## src/rtl/to_upper_sched.sv

```systemverilog
`default_nettype none
// +----------------------------------------------------------------------------+
// | Module  : to_upper_sched                                                   |
// | Brief   : Round-robin scheduler sharing one toUpper converter between two  |
// |           requesters, with settle-time hold and valid/ready output.        |
// |           Optional conv_count statistics via TO_UPPER_SCHED_STATS_EN.      |
// | Revision: 1.0 - initial release                                            |
// +----------------------------------------------------------------------------+

module to_upper (
    input  logic [7:0] i_char,
    output logic [7:0] o_char
);
    // Only 'a'..'z' are shifted; everything else, including extended codes, passes.
    assign o_char = (i_char >= 8'd97 && i_char <= 8'd122) ? (i_char - 8'd32) : i_char;
endmodule

module to_upper_sched #(
    parameter int SETTLE_CYCLES = 5
) (
    input  logic        clk,
    input  logic        rst_n,
    input  logic        req0_valid,
    input  logic [7:0]  req0_data,
    output logic        req0_ready,
    input  logic        req1_valid,
    input  logic [7:0]  req1_data,
    output logic        req1_ready,
    output logic        out_valid,
    output logic [7:0]  out_data,
    output logic        out_src,
    input  logic        out_ready,
    output logic        busy
`ifdef TO_UPPER_SCHED_STATS_EN
    ,
    output logic [15:0] conv_count
`endif
);

    generate
        if (SETTLE_CYCLES < 1 || SETTLE_CYCLES > 255) begin : g_bad_settle
            $error("to_upper_sched: SETTLE_CYCLES must be in 1..255");
        end
    endgenerate

    localparam logic [1:0] c_IDLE     = 2'd0;
    localparam logic [1:0] c_SETTLE   = 2'd1;
    localparam logic [1:0] c_OUT      = 2'd2;
    localparam logic [7:0] c_CNT_INIT = 8'(SETTLE_CYCLES - 1);

    logic [1:0]  r_state;
    logic [1:0]  w_state_nxt;
    logic [7:0]  r_in;
    logic        r_src;
    logic        r_last_grant;
    logic [7:0]  r_cnt;
    logic [7:0]  r_out_data;
    logic        r_out_src;
    logic        r_busy;
    logic [7:0]  w_conv;
    logic        w_grant0;
    logic        w_grant1;
    logic        w_idle;

    to_upper u_to_upper (
        .i_char (r_in),
        .o_char (w_conv)
    );

    // On contention the channel that did not win last time takes the turn.
    assign w_idle     = (r_state == c_IDLE);
    assign w_grant0   = req0_valid && (!req1_valid || r_last_grant);
    assign w_grant1   = req1_valid && (!req0_valid || !r_last_grant);
    assign req0_ready = w_idle && w_grant0;
    assign req1_ready = w_idle && w_grant1;
    assign out_valid  = (r_state == c_OUT);
    assign out_data   = r_out_data;
    assign out_src    = r_out_src;
    assign busy       = r_busy;

    always_comb begin
        w_state_nxt = r_state;
        case (r_state)
            c_IDLE:   if (w_grant0 || w_grant1) w_state_nxt = c_SETTLE;
            c_SETTLE: if (r_cnt == 8'd0)        w_state_nxt = c_OUT;
            c_OUT:    if (out_ready)            w_state_nxt = c_IDLE;
            default:                            w_state_nxt = c_IDLE;
        endcase
    end

    always_ff @(posedge clk or negedge rst_n) begin
        if (!rst_n) begin
            r_state      <= c_IDLE;
            r_in         <= 8'h00;
            r_src        <= 1'b0;
            r_last_grant <= 1'b1;
            r_cnt        <= 8'd0;
            r_out_data   <= 8'h00;
            r_out_src    <= 1'b0;
            r_busy       <= 1'b0;
        end else begin
            r_state <= w_state_nxt;
            r_busy  <= (w_state_nxt != c_IDLE);
            case (r_state)
                c_IDLE: begin
                    if (w_grant0 || w_grant1) begin
                        r_in         <= w_grant1 ? req1_data : req0_data;
                        r_src        <= w_grant1;
                        r_last_grant <= w_grant1;
                        r_cnt        <= c_CNT_INIT;
                    end
                end
                c_SETTLE: begin
                    if (r_cnt != 8'd0) begin
                        r_cnt <= r_cnt - 8'd1;
                    end else begin
                        r_out_data <= w_conv;
                        r_out_src  <= r_src;
                    end
                end
                default: ;
            endcase
        end
    end

`ifdef TO_UPPER_SCHED_STATS_EN
    logic [15:0] r_conv_count;

    // Counted at the capture edge, saturating; only reset clears it.
    always_ff @(posedge clk or negedge rst_n) begin
        if (!rst_n) begin
            r_conv_count <= 16'd0;
        end else if (r_state == c_SETTLE && r_cnt == 8'd0 && w_conv != r_in
                     && r_conv_count != 16'hFFFF) begin
            r_conv_count <= r_conv_count + 16'd1;
        end
    end

    assign conv_count = r_conv_count;
`endif

endmodule

`default_nettype wire

```

## config.mk

```make
export PLATFORM = sky130hd
export DESIGN_NAME = to_upper_sched
export DESIGN_NICKNAME = d
export VERILOG_FILES = /design/src/rtl/to_upper_sched.sv
export SDC_FILE = /design/constraint.sdc
export NUM_CORES = 1
export LEC_CHECK = 0
export BUFFER_PORTS_ARGS = -buffer_cell sky130_fd_sc_hd__buf_4
export CORE_ASPECT_RATIO = 0.5
export CORE_MARGIN = 3
export CORE_UTILIZATION = 49
export DETAILED_ROUTE_END_ITERATION = 16
export GPL_TIMING_DRIVEN = 0
export PLACE_DENSITY_LB_ADDON = 0.05
export SYNTH_ARGS = -nofsm -noshare
export SYNTH_HDL_FRONTEND = slang
export SYNTH_HIERARCHICAL = 1
export SYNTH_SLANG_ARGS = --single-unit
```

## constraint.sdc

```tcl
create_clock -name clk -period 2 [get_ports clk]
set_input_delay 0.3 -clock clk [delete_from_list [all_inputs] [get_ports clk]]
set_output_delay 0.3 -clock clk [all_outputs]
set_load 0.03 [all_outputs]
```

Yosys cells after proc, flatten, opt, wreduce, memory -nomap -nowiden
Cells that the tools add are included.
{"block": "classes", "order_cmp": 2, "n_bitwise": 1, "div": 0, "mux": 9, "mul": 0, "shifts": 0, "reduce_logical": 19, "eq_ne": 4, "n_addsub": 2}
{"operator": "$mux W8", "count": 4}
{"operator": "$pmux W8 S2", "count": 1}
{"operator": "$ge A8 B7 Y1 const B", "count": 1}
{"operator": "$le A8 B7 Y1 const B", "count": 1}
{"operator": "$logic_not A8 Y1", "count": 1}
{"operator": "$reduce_bool A8 Y1", "count": 1}
{"operator": "$sub A8 B1 Y8 const B", "count": 1}
{"operator": "$sub A8 B6 Y8 const B", "count": 1}
{"operator": "$mux W2", "count": 3}
{"operator": "$pmux W2 S3", "count": 1}
{"operator": "$logic_and A1 B1 Y1", "count": 5}
{"operator": "$reduce_and A2 Y1", "count": 2}
{"operator": "$reduce_bool A2 Y1", "count": 2}
{"operator": "$logic_not A1 Y1", "count": 3}
{"operator": "$logic_or A1 B1 Y1", "count": 3}
{"operator": "$reduce_and A3 Y1", "count": 1}
{"operator": "$eq A2 B1 Y1 const B", "count": 1}
{"operator": "$eq A2 B2 Y1 const B", "count": 1}
{"operator": "$logic_not A2 Y1", "count": 1}
{"operator": "$ne A2 B1 Y1 const B", "count": 1}
{"operator": "$ne A2 B2 Y1 const B", "count": 1}
{"operator": "$not A1 Y1", "count": 1}
{"block": "totals", "output_inout_bits": 13, "ramBits": 0, "mem_bits_ro": 0, "word_cells": 45, "reg_bits": 30, "latch_bits": 0, "n_memories": 0, "inputBits": 21}

Longest topological paths before layout
Gate-level depths: netlist of the first run.
{"block": "depth", "word_depth": 7, "mapped_depth": 8}

By module
The synthesis of the first run kept the hierarchy.
{"module": "to_upper_sched", "seq_area_each_um2": 752.0, "instances": 1, "area_each_um2": 1357.6, "cells_each": 125}
{"module": "to_upper", "seq_area_each_um2": 0.0, "instances": 1, "area_each_um2": 127.6, "cells_each": 17}

Least setup slack after synthesis of the first run
Ideal clock, no wire load.
{"block": "synth_timing", "path_kind": "register to register", "startpoint": "register r_cnt[0]", "endpoint": "register r_cnt[4]", "path_stages_with_launch": 8, "path_slack_ns": 0.218, "t_arrival_ns": 1.704, "cell_sequence": "dfrtp_1 > inv_1 > ha_1 > nor3b_1 > a311o_1 > buf_6 > or3_1 > a21oi_1"}
{"block": "synth_between", "elab_chain_cells": 3, "elab_cells_between_ends": 6, "cone_classes": "add/sub (1); eq/ne (1); mux (2); reduce/logical (2)"}
{"element": "start: declaration", "line_no": "56", "text": "logic [7:0] r_cnt;"}
{"element": "start signal: assignment", "line_no": "110", "text": "r_cnt <= c_CNT_INIT;"}
{"element": "start signal: assignment", "line_no": "115", "text": "r_cnt <= r_cnt - 8'd1;"}
{"element": "$sub A8 B1 Y8 or $reduce_bool A8 Y1 (tied branches)", "line_no": "115, 114"}
{"element": "$mux W8 or $ne A2 B2 Y1 (tied branches)"}
{"element": "$pmux W8 S2 or $reduce_and A3 Y1 (tied branches)"}
Parallel ways exist; a longest one is shown, timed or not. The select of a mux whose other input is x is not followed.
A chain may end at the register's enable or synchronous reset.

Final worst setup path of the first run
{"block": "layout_timing", "startpoint": "register r_cnt[1]", "endpoint": "register r_cnt[5]"}
Same word-level chain as after synthesis.

==> results.toml, run 1 <==
[sta]
tightest_slew_ns = 0.575
hold_viol_final = 0
max_slew_margin_pct = 61.4
min_period_ns = 1.88
min_period_over_period_pct = 94.2
setup_tns_ns = 0
postLayoutSetupSlackWorst_ns = 0.117
finalSetupViolCount = 0
fin_skew_ns = 0.00675
rsz0062_at_grt = "false"
drv_slew = 0
clock.fmax_ghz = 0.531

[finish]
layout-drive-gt1-share_pct = 35.1
fin_nets = 208
final_core_util_pct = 69.8
areaGrowthSynthToFinish_pct = 28.4
num_antenna_cells = 0
stdcell_area_um2 = 1910

[routing]
first_iter_violations = 18
ant_nets = 0
wl_per_cell_um = 12.8
drc = 0
drt_wl_total_um = 2840
vias = 1170
dr.pass1.iters = 4
viasPerCell = 5.27

[place]
pre_cts_slack_ns = 0.114
dpl_cell_area_um2 = 1780
port_buffers = 33
post-dp-hpwl_um = 2090
gp_congestion = 0.832

[synth]
yosys_warnings = 6
yosysTopAreaCell = "dfrtp_1"
synth_top_cells_by_area = "dfrtp_1, mux2i_1, mux2_2, o21ai_0, nand2_1"
synth_most_common_cell = "dfrtp_1"
netlist_instances = 142
synth_edf_count = 0
synth_common_cells = "dfrtp_1, nand2_1, o21ai_0"
synth_seq_cells = 30
syn_avg_cell_area_um2 = 10.5
synth_flop_cell = "dfrtp_1"
synth_top_area_share_pct = 48.9
syn_nets = 166
synth_area_um2 = 1490
ys_seq_area_share_pct = 50.6
async_flop_share_pct = 100
synthDistinctLibCells = 39

[global_route]
overflow = 0
grt_pass1_vias = 1101
grt_max_degree = 31
grt_pass1_wl_um = 4840
grt_antenna_before_repair = 0
track_usage_pct = 17.0

[clocking]
cts-root-buf = "clkbuf_8"
cts_made_buffers = 5
cts_tree = "done"
insertion_delay_ns = 0.28
htreeDepth = 2
cts.sinks = 30
clockBufferDepth = 2
path_clk_slew_ns = 0.06

[die]
die-height_um = 44.9
boundaryPins = 34
dieArea_um2 = 3770
initial_utilization_pct = 54.3
core-area_um2 = 2730
die_width_um = 83.9
fp-row-count = 13

[job]
max_cap_viol_count = 0

[setup_path]
cp_top_family = "compound AO/OA/AOI/OAI gates"
crit_path_start_kind = "flop"
endpoint_kind = "flop"
critPathMaxStageDelay_ns = 0.38
critPathKind = "flop to flop"
required_ns = 2.20
crit_path_cell_trace = "inv_1 > ha_1 > nor3b_1 > a311o_1 > buf_6 > or3_1 > a21oi_1"
slowest_stage = "a311o_1"
cp_max_fo = 10
worstPathArrival_ns = 2.08
path_buf_inv = 2

[power]
leakage_uw = 0.000938
peakVddDrop_mv = 0.695
power_per_cell_area_nw_per_um2 = 1520
finalPower_uw = 2890

[hold_path]
hold_path.class = "primary input to flop"

[status]
outcome = "finished clean"
-- sequential cells by signal, indices dropped and copies added (netlist names) --
name	flops
out_data	8
r_last_grant	1
r_src	1
out_src	1
r_state	2
r_cnt	8
r_in	8
busy	1
-- worst paths after layout --
kind	slack, ns	endpoint	startpoint	cells after the start
min reg2reg	0.49	out_src$_DFFE_PN0N_	out_src$_DFFE_PN0N_	2
min	0.21	r_last_grant$_DFFE_PN1P_	req0_valid	2
max in group asynchronous	1.21	r_last_grant$_DFFE_PN1P_	rst_n	2
max	0.12	r_cnt[5]$_DFFE_PN0P_	r_cnt[1]$_DFFE_PN0P_	7
max reg2reg	0.12	r_cnt[5]$_DFFE_PN0P_	r_cnt[1]$_DFFE_PN0P_	7
min in group asynchronous	0.47	r_in[2]$_DFFE_PN0P_	rst_n	2
-- report_power, final --
part / leakage [uW] / switching, uW / internal (uW)
Sequential: 0.000369 / 216 / 889
Combinational: 0.000511 / 646 / 572
Clock: 0.0000575 / 220 / 347
-- per-stage QoR --
stage	std cells	hold slack [ns]
floorplan	142	0.00441
global placement	212	0.250
detailed placement	212	0.249
CTS	221	0.202
global route	222	0.216
finish	222	0.211
-- repair_timing --
item	CTS	global route
buffers inserted	0	1
gates resized for setup	0	0
endpoints found under the hold margin	29	0
hold buffers	1	0
setup endpoints to repair	0	2
-- per-layer routing --
metal / vias to the layer above / GRT usage (%) / part of all wire [%]
met5: - / 0 / 0
met1: 568 / 19.8 / 45
li1: 580 / - / -
met2: 17 / 29.9 / 50
met4: 0 / 6.73 / 0.99
met3: 5 / 6.01 / 4.3
-- layout make-up --
cell class | instances | area [um2]
multi-input combinational | 94 | 637
buffer | 9 | 62.6
timing repair buffer | 35 | 265
inverter | 9 | 33.8
tap | 37 | 46.3
fill | 233 | 826
sequential | 30 | 752
clock buffer | 8 | 110
-- cell usage in the layout (no fill, tap or decap), types with 3 or more instances in the layout --
cell type  synthesis  layout
a21oi_1            6       6
buf_4              5      39
clkbuf_8           0       8
dfrtp_1           29      29
ha_1               3       3
inv_1              8       8
mux2_2             8       8
mux2i_1            9       9
nand2_1           17      17
nor2_1             5       5
o21ai_0           14      14
or3_1              3       3
-- cells by family after synthesis --
group / Yosys count / synth area share, %
AND/OR/NAND/NOR: 39 / 13.3
buffers and inverters: 18 / 6.49
multiplexers: 17 / 12.1
flip-flops: 30 / 50.6
AO/OA/AOI/OAI: 35 / 14.9
adder cells (fa/ha/maj): 3 / 2.53
No activity file was read; power rests on OpenSTA's default activity.
==> run 2, diff against run 1 <==
--- a/config.mk
+++ b/config.mk
@@ -8,11 +8,10 @@
 export BUFFER_PORTS_ARGS = -buffer_cell sky130_fd_sc_hd__buf_4
 export CORE_ASPECT_RATIO = 0.5
 export CORE_MARGIN = 3
-export CORE_UTILIZATION = 49
+export CORE_UTILIZATION = 35
 export DETAILED_ROUTE_END_ITERATION = 16
 export GPL_TIMING_DRIVEN = 0
 export PLACE_DENSITY_LB_ADDON = 0.05
 export SYNTH_ARGS = -nofsm -noshare
 export SYNTH_HDL_FRONTEND = slang
-export SYNTH_HIERARCHICAL = 1
 export SYNTH_SLANG_ARGS = --single-unit
==> run 2 against run 1 <==
Synthesized area fell by 2.9%. Combinational power fell by 9.8%. Critical path depth fell by 1. Cell count rose by 4.5%. First-iteration DRC count fell by 11%. Sequential share of layout area rose by 1.1 points. Cell area fell by 2.8%. Utilization fell by 19 points. Power fell by 6.4%. Critical path type unchanged. Critical endpoint is now r_cnt[7]$_DFFE_PN0P_.
==> results.toml, run 2 <==
[setup_path]
cp_max_fo = 5
worstPathArrival_ns = 2.04
crit_path_start_kind = "flop"
endpoint_kind = "flop"
required_ns = 2.21
critPathKind = "flop to flop"

[die]
core-area_um2 = 3680
die_width_um = 96.8
die-height_um = 51.4
dieArea_um2 = 4970
boundaryPins = 34
initial_utilization_pct = 39.2
fp-row-count = 15

[finish]
most-common-layout-cells = "buf_4, dfrtp_1, nand2_1"
areaGrowthSynthToFinish_pct = 28.6
num_antenna_cells = 0
layout-drive-gt1-share_pct = 28.2
fin_nets = 204
final_common_cell = "buf_4"

[sta]
clock.fmax_ghz = 0.546
min_period_ns = 1.83
finalSetupViolCount = 0
setup_tns_ns = 0
min_period_over_period_pct = 91.6
max_slew_margin_pct = 66.2
rsz0062_at_grt = "false"
tightest_slew_ns = 0.504
drv_slew = 0
postLayoutSetupSlackWorst_ns = 0.167
hold_viol_final = 0
fin_skew_ns = 0.00624

[synth]
netlist_instances = 139
syn_avg_cell_area_um2 = 10.4
synthDistinctLibCells = 35
synth_area_um2 = 1440
async_flop_share_pct = 100
synth_flop_cell = "dfrtp_1"
synthSimpleGateAreaFrac_pct = 15.9
synth_most_common_cell = "dfrtp_1"
synth_top_area_share_pct = 50.3
synth_seq_cells = 30
synthMuxAreaShare_pct = 10.2
yosysTopAreaCell = "dfrtp_1"
yosys_warnings = 0
ys_seq_area_share_pct = 52.2
synth_common_cells = "dfrtp_1, nand2_1, o21ai_0"
syn_nets = 163
synth_xor_area_share_pct = 0
synth_fa_ha_area_share_pct = 2.60
synth_top_family_by_area = "simple AND/OR/NAND/NOR gates"
synth_edf_count = 0
synth_compound_area_share_pct = 15.3
synth_top_cells_by_area = "dfrtp_1, mux2i_1, o21ai_0, nand2_1, mux2_2"

[clocking]
cts_tree = "done"
clockBufferDepth = 2
cts.sinks = 30
post-cts-setup-buffers = 0
insertion_delay_ns = 0.28
cts-root-buf = "clkbuf_8"
cts_made_buffers = 5
htreeDepth = 2
path_clk_slew_ns = 0.06

[hold_path]
hold_path.class = "primary input to flop"

[power]
leakage_uw = 0.000890
peakVddDrop_mv = 0.402
power_per_cell_area_nw_per_um2 = 1460

[status]
outcome = "finished clean"

[global_route]
overflow = 0
grt_antenna_before_repair = 0
grtUsageMet3_pct = 5.04
grt_max_degree = 31
grt_pass1_vias = 1075
grt_util_met1_pct = 15.5
grt_busiest_layer = "met2"
grt_pass1_wl_um = 4900
met2_usage_pct = 20.5
track_usage_pct = 12.7

[routing]
wl_per_cell_um = 12.3
vias = 1139
first_iter_violations = 16
drc = 0
ant_nets = 0
viasPerCell = 4.91
drt_wl_total_um = 2850
dr.pass1.iters = 4

[job]
max_cap_viol_count = 0

[place]
gp_congestion = 0.732
post-dp-hpwl_um = 2120
port_buffers = 33
pre_cts_slack_ns = 0.162
[run 2: changes by cell type in the layout (fill, tap and decap cells not counted), sizes merged, moves of 2 or more]
cell	change
or3	+2
o31ai	+4
nor3	-2
buf	-6
nor2	-2
mux2	-2
a21oi	+2
[run 2: power breakdown]
part	switching (uW)	internal, uW	leakage, uW
Sequential	217	883	0.000369
Clock	223	277	0.0000482
Combinational	617	486	0.000472
Total	1060	1650	0.000890
[run 2: what timing repair did]
action / CTS / global route
hold buffers: 1 / 0
gates resized for setup: 0 / 0
endpoints found under the hold margin: 29 / 0
[run 2: cells by family after synthesis]
group | count (synthesis)
mux | 14
fa+ha+maj | 3
buf+inv | 12
compound gates | 38
simple gates | 42
flops | 30
[run 2: layer usage]
metal	part of all wire [%]	vias to the layer above	routed length (um)
met4	1.1	0	30
met5	0	-	0
li1	-	581	-
met2	43	28	1240
met3	6.1	3	174
met1	49	527	1410
[run 2: metrics by stage]
stage	power (uW)	cells	area, um2	hold WS, ns	utilization [%]
4_1_cts	2750	232	1850	0.199	50.4
2_1_floorplan	1870	139	1440	0.00441	-
5_1_grt	2950	232	1850	0.217	50.4
3_3_place_gp	2210	223	1750	0.253	47.7
6_report	2700	232	1850	0.211	50.4
3_5_place_dp	2230	223	1750	0.255	47.7
[run 2: worst paths after layout]
check                                             start                  endpoint  slack [ns]  cells past startpoint
worst max register to register     r_cnt[0]$_DFFE_PN0P_      r_cnt[7]$_DFFE_PN0P_        0.17                      6
min in group asynchronous                         rst_n   out_data[3]$_DFFE_PN0N_        0.48                      2
worst min-delay path                         req0_valid  r_last_grant$_DFFE_PN1P_        0.21                      2
max in group asynchronous                         rst_n  r_last_grant$_DFFE_PN1P_        1.21                      2
worst min register to register  out_data[5]$_DFFE_PN0N_   out_data[5]$_DFFE_PN0N_        0.48                      2
worst max-delay path               r_cnt[0]$_DFFE_PN0P_      r_cnt[7]$_DFFE_PN0P_        0.17                      6
[run 2: cell type report]
type,count,area (um2)
Buffer,4,25.0
Clock buffer,7,86.3
Clock inverter,1,5.00
Fill cell,373,1820
Inverter,8,30.0
Multi-Input combinational cell,97,634
Sequential cell,30,752
Tap cell,51,63.8
Timing Repair Buffer,34,258
[run 2: worst max-delay path, stage by stage (launching register included)]
cell      delay, ns
dfrtp_1        0.33
inv_1          0.07
ha_1           0.21
nor4bb_1       0.12
a211o_1        0.36
or4_1          0.51
a21oi_1        0.15
==> run 3, diff against run 2 <==
--- a/config.mk
+++ b/config.mk
@@ -11,7 +11,7 @@
 export CORE_UTILIZATION = 35
 export DETAILED_ROUTE_END_ITERATION = 16
 export GPL_TIMING_DRIVEN = 0
-export PLACE_DENSITY_LB_ADDON = 0.05
+export PLACE_DENSITY = 0.59
 export SYNTH_ARGS = -nofsm -noshare
 export SYNTH_HDL_FRONTEND = slang
 export SYNTH_SLANG_ARGS = --single-unit
==> run 3 against run 2 <==
Hold slack better by 0.011 ns. Combinational power hardly changed. Critical path depth stayed put. Global-route usage increased by 0.18 points. Largest power group unchanged. Fmax grew 0.22%. Power hardly changed. Utilization hardly changed. Non-clock buffer count is the same. Sequential share of layout area is essentially flat. Clock skew grew 0.0032 ns. Count of clock-buffer cells in the layout grew 1. Flip-flop and latch count did not move.
==> results.toml, run 3 (synthesized netlist as in run 2, its figures left out) <==
[sta]
hold_viol_final = 0
holdWs_ns = 0.221
clock.fmax_ghz = 0.547
min_period_over_period_pct = 91.4
setup_tns_ns = 0
tightest_slew_ns = 0.525
finalSetupViolCount = 0
max_slew_margin_pct = 64.8
min_period_ns = 1.83
fin_skew_ns = 0.00940
rsz0062_at_grt = "false"
drv_slew = 0

[clocking]
cts.sinks = 30
cts_resized = 0
cts_tree = "done"
path_clk_slew_ns = 0.06
cts_made_buffers = 5
htreeDepth = 2
clockBufferDepth = 2
insertion_delay_ns = 0.28
cts-root-buf = "clkbuf_8"

[power]
power_per_cell_area_nw_per_um2 = 1460
leakage_uw = 0.000887
peakVddDrop_mv = 0.430

[finish]
stdcell_count = 232
fillerInstances = 369
num_antenna_cells = 0
most-common-layout-cells = "buf_4, dfrtp_1, nand2_1"
multi_input_comb_area_um2 = 634
layout-drive-gt1-share_pct = 27.6
areaGrowthSynthToFinish_pct = 28.6
final_common_cell = "buf_4"
regArea_um2 = 752
fin_nets = 204

[setup_path]
endpoint_kind = "flop"
crit_path_start_kind = "flop"
cp_max_fo = 5
required_ns = 2.21
worstPathArrival_ns = 2.04
ff2ff_setup_slack_ns = 0.17
critPathKind = "flop to flop"

[global_route]
grt_busiest_layer = "met2"
met2_usage_pct = 19.4
grt_pass1_vias = 1065
grt_max_degree = 31
track_usage_pct = 12.9
grt_antenna_before_repair = 0
grt_util_met1_pct = 16.0
overflow = 0
grtUsageMet3_pct = 5.99
grt_pass1_wl_um = 4840

[place]
dp.cells = 223
post-dp-hpwl_um = 2140
port_buffers = 33
gp_congestion = 0.734

[routing]
viasPerCell = 4.83
dr.pass1.iters = 4
vias = 1121
wl_per_cell_um = 12.2
first_iter_violations = 37
drc = 0
ant_nets = 0
drt_wl_total_um = 2820

[die]
die-height_um = 51.4
fp-row-count = 15
die_width_um = 96.8
boundaryPins = 34
dieArea_um2 = 4970
initial_utilization_pct = 39.2
core-area_um2 = 3680

[status]
outcome = "finished clean"

[hold_path]
hold_path.class = "primary input to flop"

[job]
max_cap_viol_count = 0
[run 3: changes by cell type in the layout (fill, tap and decap cells not counted)]
cell and change:
clkbuf_1 +1, clkinv_2 -1
[run 3: metal layers]
layer	wire length [um]	part of all wire (%)	vias up
met5	0	0	-
met4	6	0.21	0
met3	174	6.2	2
met2	1280	45	23
met1	1360	48	521
li1	-	-	575
[run 3: power by group]
group	total [uW]	internal, uW	switching, uW
clock	496	280	216
combinational	1100	486	618
sequential	1100	883	219
[run 3: metrics by stage]
| step | setup slack (ns) | power, uW | util [%] | instance area [um2] |
|---|---|---|---|---|
| final | 0.171 | 2700 | 50.4 | 1850 |
| after global routing | 0.0412 | 2950 | 50.4 | 1850 |
| after CTS | 0.161 | 2740 | 50.4 | 1850 |
| after detailed placement | 0.162 | 2230 | 47.7 | 1750 |
| after global placement | 0.184 | 2200 | 47.7 | 1750 |
| after floorplan | 0.270 | 1870 | - | 1440 |
[run 3: worst paths after layout]
check / depth (start not counted) / start / endpoint
max: 6 / r_cnt[0]$_DFFE_PN0P_ / r_cnt[7]$_DFFE_PN0P_
min: 2 / req0_valid / r_last_grant$_DFFE_PN1P_
max reg2reg: 6 / r_cnt[0]$_DFFE_PN0P_ / r_cnt[7]$_DFFE_PN0P_
min reg2reg: 2 / out_src$_DFFE_PN0N_ / out_src$_DFFE_PN0N_
max in group asynchronous: 2 / rst_n / r_last_grant$_DFFE_PN1P_
min in group asynchronous: 2 / rst_n / out_data[0]$_DFFE_PN0N_
[run 3: layout make-up]
cell class	instances	share of cell area [%]
Inverter	8	1.62
Multi-Input combinational cell	97	34.2
Clock buffer	8	4.86
Tap cell	51	3.44
Sequential cell	30	40.6
Timing Repair Buffer	34	13.9
Buffer	4	1.35
[run 3: critical path, stage by stage (launching register included)]
cell and delay (ns):
dfrtp_1 0.33, inv_1 0.07, ha_1 0.21, nor4bb_1 0.12, a211o_1 0.37, or4_1 0.51
a21oi_1 0.15
[run 3: timing repair]
action / CTS / global route
hold buffers: 1 / 0
setup buffers: 0 / 0
endpoints found under the hold margin: 29 / 0
